### config.mk
export PLATFORM = sky130hd
export DESIGN_NAME = mult_seq_flat
export DESIGN_NICKNAME = d
export VERILOG_FILES = /design/src/rtl/mult_seq_if.sv /design/src/rtl/mult_seq.sv /design/src/flat_wrapper.sv
export SDC_FILE = /design/constraint.sdc
export NUM_CORES = 1
export LEC_CHECK = 0
export BUFFER_PORTS_ARGS = -buffer_cell sky130_fd_sc_hd__buf_2
export CELL_PAD_IN_SITES_DETAIL_PLACEMENT = 1
export CELL_PAD_IN_SITES_GLOBAL_PLACEMENT = 1
export CORE_MARGIN = 1
export CORE_UTILIZATION = 42
export DETAILED_ROUTE_END_ITERATION = 6
export PLACE_DENSITY_LB_ADDON = 0.1
export SYNTH_ARGS = -nofsm -noshare
export SYNTH_HDL_FRONTEND = slang
export SYNTH_SLANG_ARGS = --single-unit
### constraint.sdc
create_clock -name clk -period 11.6 [get_ports clk]
set_input_delay 2.32 -clock clk [delete_from_list [all_inputs] [get_ports clk]]
set_output_delay 2.32 -clock clk [all_outputs]
set_load 0.1 [all_outputs]
### src/rtl/mult_seq_if.sv
// Request/response and shared-ALU signals for the sequential multiplier.
interface mult_seq_if;
    logic        start;
    logic [31:0] a;
    logic [31:0] b;
    logic        ready;
    logic        done;
    logic [31:0] product;
    logic [2:0]  alu_op;
    logic [31:0] alu_in1;
    logic [31:0] alu_in2;
    logic [31:0] alu_out;
    logic        alu_zero;

    modport slave (
        input  start, a, b, alu_out, alu_zero,
        output ready, done, product, alu_op, alu_in1, alu_in2
    );
    modport master (
        output start, a, b, alu_out, alu_zero,
        input  ready, done, product, alu_op, alu_in1, alu_in2
    );
endinterface

### src/rtl/mult_seq.sv
// Shift-add 32x32 multiplier (low 32 bits) that borrows an external ALU for add and shift.
// Optional macro MULT_SEQ_EARLY_EXIT_EN stops iterating once no multiplier bits remain.
module mult_seq (
    input  logic         clk,
    input  logic         rst,
    mult_seq_if.slave    io
);
    localparam logic [1:0] IDLE  = 2'd0;
    localparam logic [1:0] ADD   = 2'd1;
    localparam logic [1:0] SHIFT = 2'd2;
    localparam logic [1:0] DONE  = 2'd3;

    logic [1:0]  state_q, state_d;
    logic [31:0] acc_q, acc_d;
    logic [31:0] mcand_q, mcand_d;
    logic [31:0] mplier_q, mplier_d;
    logic [5:0]  cnt_q, cnt_d;
    logic [31:0] product_q, product_d;
    logic        last_iter;

    logic [2:0]  alu_op;
    logic [31:0] alu_in1, alu_in2;

    // The zero flag is part of the shared ALU bundle but not needed here.
    logic unused_alu_zero;
    assign unused_alu_zero = io.alu_zero;

`ifdef MULT_SEQ_EARLY_EXIT_EN
    assign last_iter = (cnt_q == 6'd31) || ((mplier_q >> 1) == 32'd0);
`else
    assign last_iter = (cnt_q == 6'd31);
`endif

    always_comb begin
        state_d   = state_q;
        acc_d     = acc_q;
        mcand_d   = mcand_q;
        mplier_d  = mplier_q;
        cnt_d     = cnt_q;
        product_d = product_q;
        alu_op    = 3'b000;
        alu_in1   = 32'd0;
        alu_in2   = 32'd0;
        case (state_q)
            IDLE: begin
                if (io.start) begin
                    acc_d    = 32'd0;
                    mcand_d  = io.a;
                    mplier_d = io.b;
                    cnt_d    = 6'd0;
                    state_d  = ADD;
                end
            end
            ADD: begin
                alu_op  = 3'b010;
                alu_in1 = acc_q;
                alu_in2 = mplier_q[0] ? mcand_q : 32'd0;
                acc_d   = io.alu_out;
                state_d = SHIFT;
            end
            SHIFT: begin
                alu_op   = 3'b100;
                alu_in1  = 32'd1;
                alu_in2  = mcand_q;
                mcand_d  = io.alu_out;
                mplier_d = mplier_q >> 1;
                cnt_d    = cnt_q + 6'd1;
                if (last_iter) begin
                    state_d   = DONE;
                    product_d = acc_q;
                end else begin
                    state_d = ADD;
                end
            end
            default: state_d = IDLE;
        endcase
    end

    always_ff @(posedge clk or posedge rst) begin
        if (rst) begin
            state_q   <= IDLE;
            acc_q     <= 32'd0;
            mcand_q   <= 32'd0;
            mplier_q  <= 32'd0;
            cnt_q     <= 6'd0;
            product_q <= 32'd0;
        end else begin
            state_q   <= state_d;
            acc_q     <= acc_d;
            mcand_q   <= mcand_d;
            mplier_q  <= mplier_d;
            cnt_q     <= cnt_d;
            product_q <= product_d;
        end
    end

    assign io.ready   = (state_q == IDLE);
    assign io.done    = (state_q == DONE);
    assign io.product = product_q;
    assign io.alu_op  = alu_op;
    assign io.alu_in1 = alu_in1;
    assign io.alu_in2 = alu_in2;
endmodule

### src/flat_wrapper.sv
// flat-port wrapper written by rule: the top's interface ports become plain ports
module mult_seq_flat 
  (clk, rst, io_start, io_a, io_b, io_alu_out, io_alu_zero, io_ready, io_done, io_product, io_alu_op, io_alu_in1, io_alu_in2);
  mult_seq_if io_i ();
  input  logic clk;
  input  logic rst;
  input wire logic [$bits(io_i.start)-1:0] io_start;
  input wire logic [$bits(io_i.a)-1:0] io_a;
  input wire logic [$bits(io_i.b)-1:0] io_b;
  input wire logic [$bits(io_i.alu_out)-1:0] io_alu_out;
  input wire logic [$bits(io_i.alu_zero)-1:0] io_alu_zero;
  output wire logic [$bits(io_i.ready)-1:0] io_ready;
  output wire logic [$bits(io_i.done)-1:0] io_done;
  output wire logic [$bits(io_i.product)-1:0] io_product;
  output wire logic [$bits(io_i.alu_op)-1:0] io_alu_op;
  output wire logic [$bits(io_i.alu_in1)-1:0] io_alu_in1;
  output wire logic [$bits(io_i.alu_in2)-1:0] io_alu_in2;
  assign io_i.start = io_start;
  assign io_i.a = io_a;
  assign io_i.b = io_b;
  assign io_i.alu_out = io_alu_out;
  assign io_i.alu_zero = io_alu_zero;
  assign io_ready = io_i.ready;
  assign io_done = io_i.done;
  assign io_product = io_i.product;
  assign io_alu_op = io_i.alu_op;
  assign io_alu_in1 = io_i.alu_in1;
  assign io_alu_in2 = io_i.alu_in2;
  mult_seq u_core (.clk(clk), .rst(rst), .io(io_i));
endmodule
Word-level counts from Yosys, hierarchy flattened
Cells that the tools add are included.
{ "classes": {"addsub": 1, "n_eq_ne": 5, "n_mux": 15, "n_reduce_logical": 6} }
{ "ops": {"columns": ["op", "count"], "rows": [
  ["one-hot mux 32 bit (2 select lines)", 5],
  ["two-way mux 32 bit", 4],
  ["one-hot mux 6 bit (2 select lines)", 1],
  ["adder 6 x 1 -> 6 bit, second input constant", 1],
  ["== test 6 x 5 -> 1 bit, second input constant", 1],
  ["two-way mux 6 bit", 1],
  ["one-hot mux 2 bit (3 select lines)", 1],
  ["one-hot mux 3 bit (2 select lines)", 1],
  ["AND reduction 2 bit", 3],
  ["== test 2 bit, second input constant", 2],
  ["two-way mux 2 bit", 2],
  ["nonzero test 2 bit", 2],
  ["== test 2 x 1 -> 1 bit, second input constant", 1],
  ["zero test 2 bit", 1],
  ["inequality test 2 bit, second input constant", 1]
]} }
{ "totals": {"reg_bits": 136, "inputBits": 100, "out_inout_bits": 101, "word_cells": 33} }

Depth between registers and ports, before layout
{ "logic_depth": {"depth_word": 3, "ltp_mapped": 7, "ltp_nobuf": 5} }

Worst setup path before layout
OpenSTA, ideal clock, no wires.
{ "synth_path": {"kind": "register to output", "from": "register u_core.state_q[0]", "to": "output port io_alu_in1[0]", "t_arrival_ns": 3.323, "t_required_ns": 9.280, "setup_slack_ns": 5.957, "stages_incl_launch_ff": 7, "path_buffers": 2, "cell_sequence": "dfrtp_1 > inv_1 > ha_1 > buf_2 > buf_2 > a21oi_1 > nor2b_1"} }
{ "synth_via": {"elab_chain_len": 2, "elab_cells_between_ends": 3, "cone_classes": "eq/ne: 2; mux: 1"} }
{ "synth_rtl": {"columns": ["element", "line_no", "source"], "rows": [
  ["start, declared", "mult_seq.sv:13", "logic [1:0] state_q, state_d;"],
  ["start signal, assigned", "mult_seq.sv:88", "state_q <= state_d;"],
  ["== test 2 bit or == test 2 x 1 -> 1 bit (tied branches)", "mult_seq.sv:44", "case (state_q)"],
  ["one-hot mux 32 bit (2 select lines) *", "mult_seq.sv:44", null],
  ["end, declared", "flat_wrapper.sv:16", "output wire logic [$bits(io_i.alu_in1)-1:0] io_alu_in1;"]
]} }
Mark *: on every way between the ends. The rest lies on a longest branch, timed or not.

Final worst setup path
{ "layout_path": {"from": "register u_core.state_q[0]", "to": "output port io_alu_in2[21]"} }
{ "layout_via": {"elab_chain_len": 2, "elab_cells_between_ends": 3, "cone_classes": "eq/ne: 2; mux: 1"} }
{ "layout_rtl": {"columns": ["element", "line_no", "source"], "rows": [
  ["== test 2 bit or == test 2 x 1 -> 1 bit (tied branches)", "mult_seq.sv:44", null],
  ["one-hot mux 32 bit (2 select lines) *", "mult_seq.sv:44", null],
  ["end, declared", "flat_wrapper.sv:17", "output wire logic [$bits(io_i.alu_in2)-1:0] io_alu_in2;"]
]} }
Marks and branches as above.

==> results.py <==
metrics = {
    "pwr": {
        "p_sw_mw": 1.095,
        "power_leakage_nw": 4.076,
        "peakVddDrop_uv": 194.1,
        "power_mw": 2.306,
        "p_int_mw": 1.211,
        "seq_power_share": 0.320,
        "pwr-share-comb": 0.465,
        "p_clk_frac": 0.215,
        "power_density_nw_per_um2": 289.6,
        "switching_share": 0.4747,
    },
    "sta": {
        "slew-limit-headroom": 0.1893,
        "fin_crit_ns": 5.419,
        "clock_skew_ns": 0.005764,
        "post-route-period-util": 0.4672,
        "setup_tns_ns": 0,
        "hold_viol": 0,
        "setup_viol": 0,
        "fmax_mhz": 184.5,
        "hold_ws_ns": 0.4715,
        "tightestPinTransition_ns": 1.211,
        "drv_slew": 0,
        "rsz0062_at_grt": "false",
    },
    "cts": {
        "clockBufferDepth": 2,
        "root_buffer": "clkbuf_16",
        "holdBufCountCts": 0,
        "cts_inserted_buffers": 17,
        "clk_pin_slew_worst_paths_ns": 0.06,
        "cts_sinks": 136,
        "post_cts_resize_count": 0,
        "post_cts_buffers": 0,
        "htree_levels": 4,
        "tritoncts": "done",
        "clk_latency_ns": 0.42,
    },
    "worst_hold_path": {
        "min_path_type": "reg -> reg",
    },
    "setup_path": {
        "crit_path_start_kind": "flip-flop",
        "path_cells": "inv_1, ha_4, a21oi_1, nor2b_2, and2_1, buf_2",
        "path_buf_inv": 2,
        "cp_top_family": "simple AND/OR/NAND/NOR gates",
        "worstSetupPathType": "reg -> out",
        "worstPathRequired_ns": 9.28,
        "arrival_ns": 3.10,
        "crit_path_end_kind": "output port",
        "cpPeakStageDelay_ns": 0.93,
        "crit_fanout": 32,
        "crit_slowest_cell": "nor2b_2",
    },
    "synthesis": {
        "yosysTopAreaCell": "dfrtp_1",
        "synth_edf_count": 0,
        "yosys.area_share.xor_xnor": 0,
        "avgSynthCellArea_um2": 10.36,
        "synth_most_common_cell": "dfrtp_1",
        "synth-simple-area-share": 0.1576,
        "ys_types": 32,
        "synth-compound-area-share": 0.09030,
        "async_flop_share": 1.000,
        "syn-num-nets": 716,
        "synth_seq_cells": 136,
        "synth_top_family_by_area": "multiplexers",
        "ys.flop_type": "dfrtp_1",
        "synthCells": 610,
        "netlist_area_um2": 6319,
        "yosysSeqAreaShare": 0.5386,
        "synth_area_leaders": "dfrtp_1 (54%), mux2i_1 (10%), nand2_1 (8.0%)",
        "synth_top_area_share": 0.5386,
        "synth-adder-area-share": 0.01188,
        "yosys-top-cells-count": "dfrtp_1 (136), nand2_1 (135), o21ai_0 (90), mux2i_1 (65), and2_1 (63)",
        "synth.area.mux_share": 0.1644,
        "ys_warn_count": 0,
    },
    "layout": {
        "fillers": 1661,
        "antenna_cells": 0,
        "area_delta_synth_final_pct": 26.02,
        "seq_area_um2": 3403,
        "multi_input_area_um2": 2719,
        "nets": 898,
        "finalNonFillerCells": 987,
        "drive_above_1_share": 0.3350,
    },
    "global_route": {
        "grt_pass1_wl_um": 27990,
        "antenna_found_initial": 0,
        "gr-total-overflow": 0,
        "grt_pass1_vias": 5415,
        "grt_max_degree": 74,
        "grtUsageTotal": 0.2305,
    },
    "route": {
        "wl_per_cell_um": 16.98,
        "drc_errors": 0,
        "dr.pass1.iters": 4,
        "viasPerCell": 5.042,
        "drtIter0Drc": 160,
        "num_vias": 4976,
        "wirelength_um": 16760,
        "antenna_left": 0,
    },
    "placement": {
        "gp_congestion": 0.8113,
        "port_buffers": 198,
        "dp.cells": 957,
        "hpwlAfterDp_um": 11260,
    },
    "die": {
        "io_pins": 201,
        "start_util": 0.4331,
        "dieArea_um2": 15540,
        "rows": 44,
        "die_x_um": 124.7,
        "coreArea_um2": 14590,
        "die_y_um": 124.7,
    },
    "run_status": {
        "outcome": "complete, no violations",
    },
    "flow_run": {
        "maxCapViolCount": 0,
    },
}
-- cell families after synthesis --
logic type      after synthesis
mux                          99
flops                       136
fa+ha+maj                     6
other cells                   1
buf+inv                      46
simple gates                212
compound gates              110
-- registers in the layout, indices dropped and copies added, names as in the netlist --
| register | flops |
|---|---|
| u_core.io.product | 32 |
| u_core.mplier_q | 32 |
| u_core.acc_q | 32 |
| u_core.state_q | 2 |
| u_core.cnt_q | 6 |
| u_core.mcand_q | 32 |
-- worst register-to-register path, delay by kind of cell, from the launching register on --
family        cells  cell delay [ns]
buf+inv           3             1.47
simple gates      2             0.81
flops             1             0.45
mux               1             0.40
fa+ha+maj         1             0.33
-- path summary, 6_finish.rpt --
kind | from | endpoint | slack, ns | depth (start not counted)
worst max-delay path | u_core.state_q[0] | io_alu_in2[21] | 6.18 | 6
max in group asynchronous | rst | u_core.mcand_q[14] | 8.23 | 3
worst min register to register | u_core.mcand_q[25] | u_core.mcand_q[25] | 0.47 | 2
worst min-delay path | u_core.mcand_q[25] | u_core.mcand_q[25] | 0.47 | 2
worst max register to register | u_core.state_q[0] | u_core.io.product[22] | 8.03 | 7
min in group asynchronous | rst | u_core.io.product[24] | 1.97 | 2
-- power by group through the flow --
stage / registers [mW] / logic (mW) / clock network (mW)
after floorplan: 0.712 / 0.891 / 0
after global placement: 0.731 / 1.04 / 0
after detailed placement: 0.744 / 1.08 / 0
after CTS: 0.738 / 1.09 / 0.510
after global routing: 0.759 / 1.17 / 0.528
final: 0.737 / 1.07 / 0.497
-- routing by layer --
metal,part of all wire,GRT usage
met5,0,0
met2,0.51,0.3981
met3,0.041,0.05155
met1,0.42,0.2722
met4,0.030,0.1056
-- final cells by class --
cell class                      instances  area share
Clock buffer                           28     0.06741
Multi-Input combinational cell        428      0.3415
Timing Repair Buffer                  205      0.1310
Sequential cell                       136      0.4274
Inverter                                4    0.002514
Clock inverter                          2    0.001257
Tap cell                              184     0.02891
-- stage by stage --
step / cell area [um^2] / util / worst slack (ns)
finish: 7963 / 0.5458 / 6.181
global route: 7963 / 0.5458 / 5.995
CTS: 7963 / 0.5458 / 6.087
detailed placement: 7416 / 0.5083 / 6.579
global placement: 7416 / 0.5083 / 6.642
floorplan: 6319 / - / 5.641
-- layout by cell type (no fill, tap or decap), types with 2 or more instances in the layout --
cell / netlist / layout
mux2i_4: 0 / 2
a21oi_1: 5 / 5
and3_1: 2 / 2
o21ai_1: 9 / 9
mux2_1: 2 / 2
nand2_1: 135 / 135
clkbuf_16: 0 / 17
nand3_1: 3 / 3
o21ai_0: 90 / 90
ha_1: 6 / 4
mux2i_1: 65 / 65
and2_1: 63 / 63
clkbuf_1: 22 / 4
buf_4: 7 / 7
clkinv_2: 0 / 2
buf_2: 8 / 198
dfrtp_1: 136 / 136
inv_1: 4 / 3
mux2_2: 30 / 30
clkbuf_8: 0 / 7
nor2b_1: 4 / 3
Power figures use the tool's default switching activity.
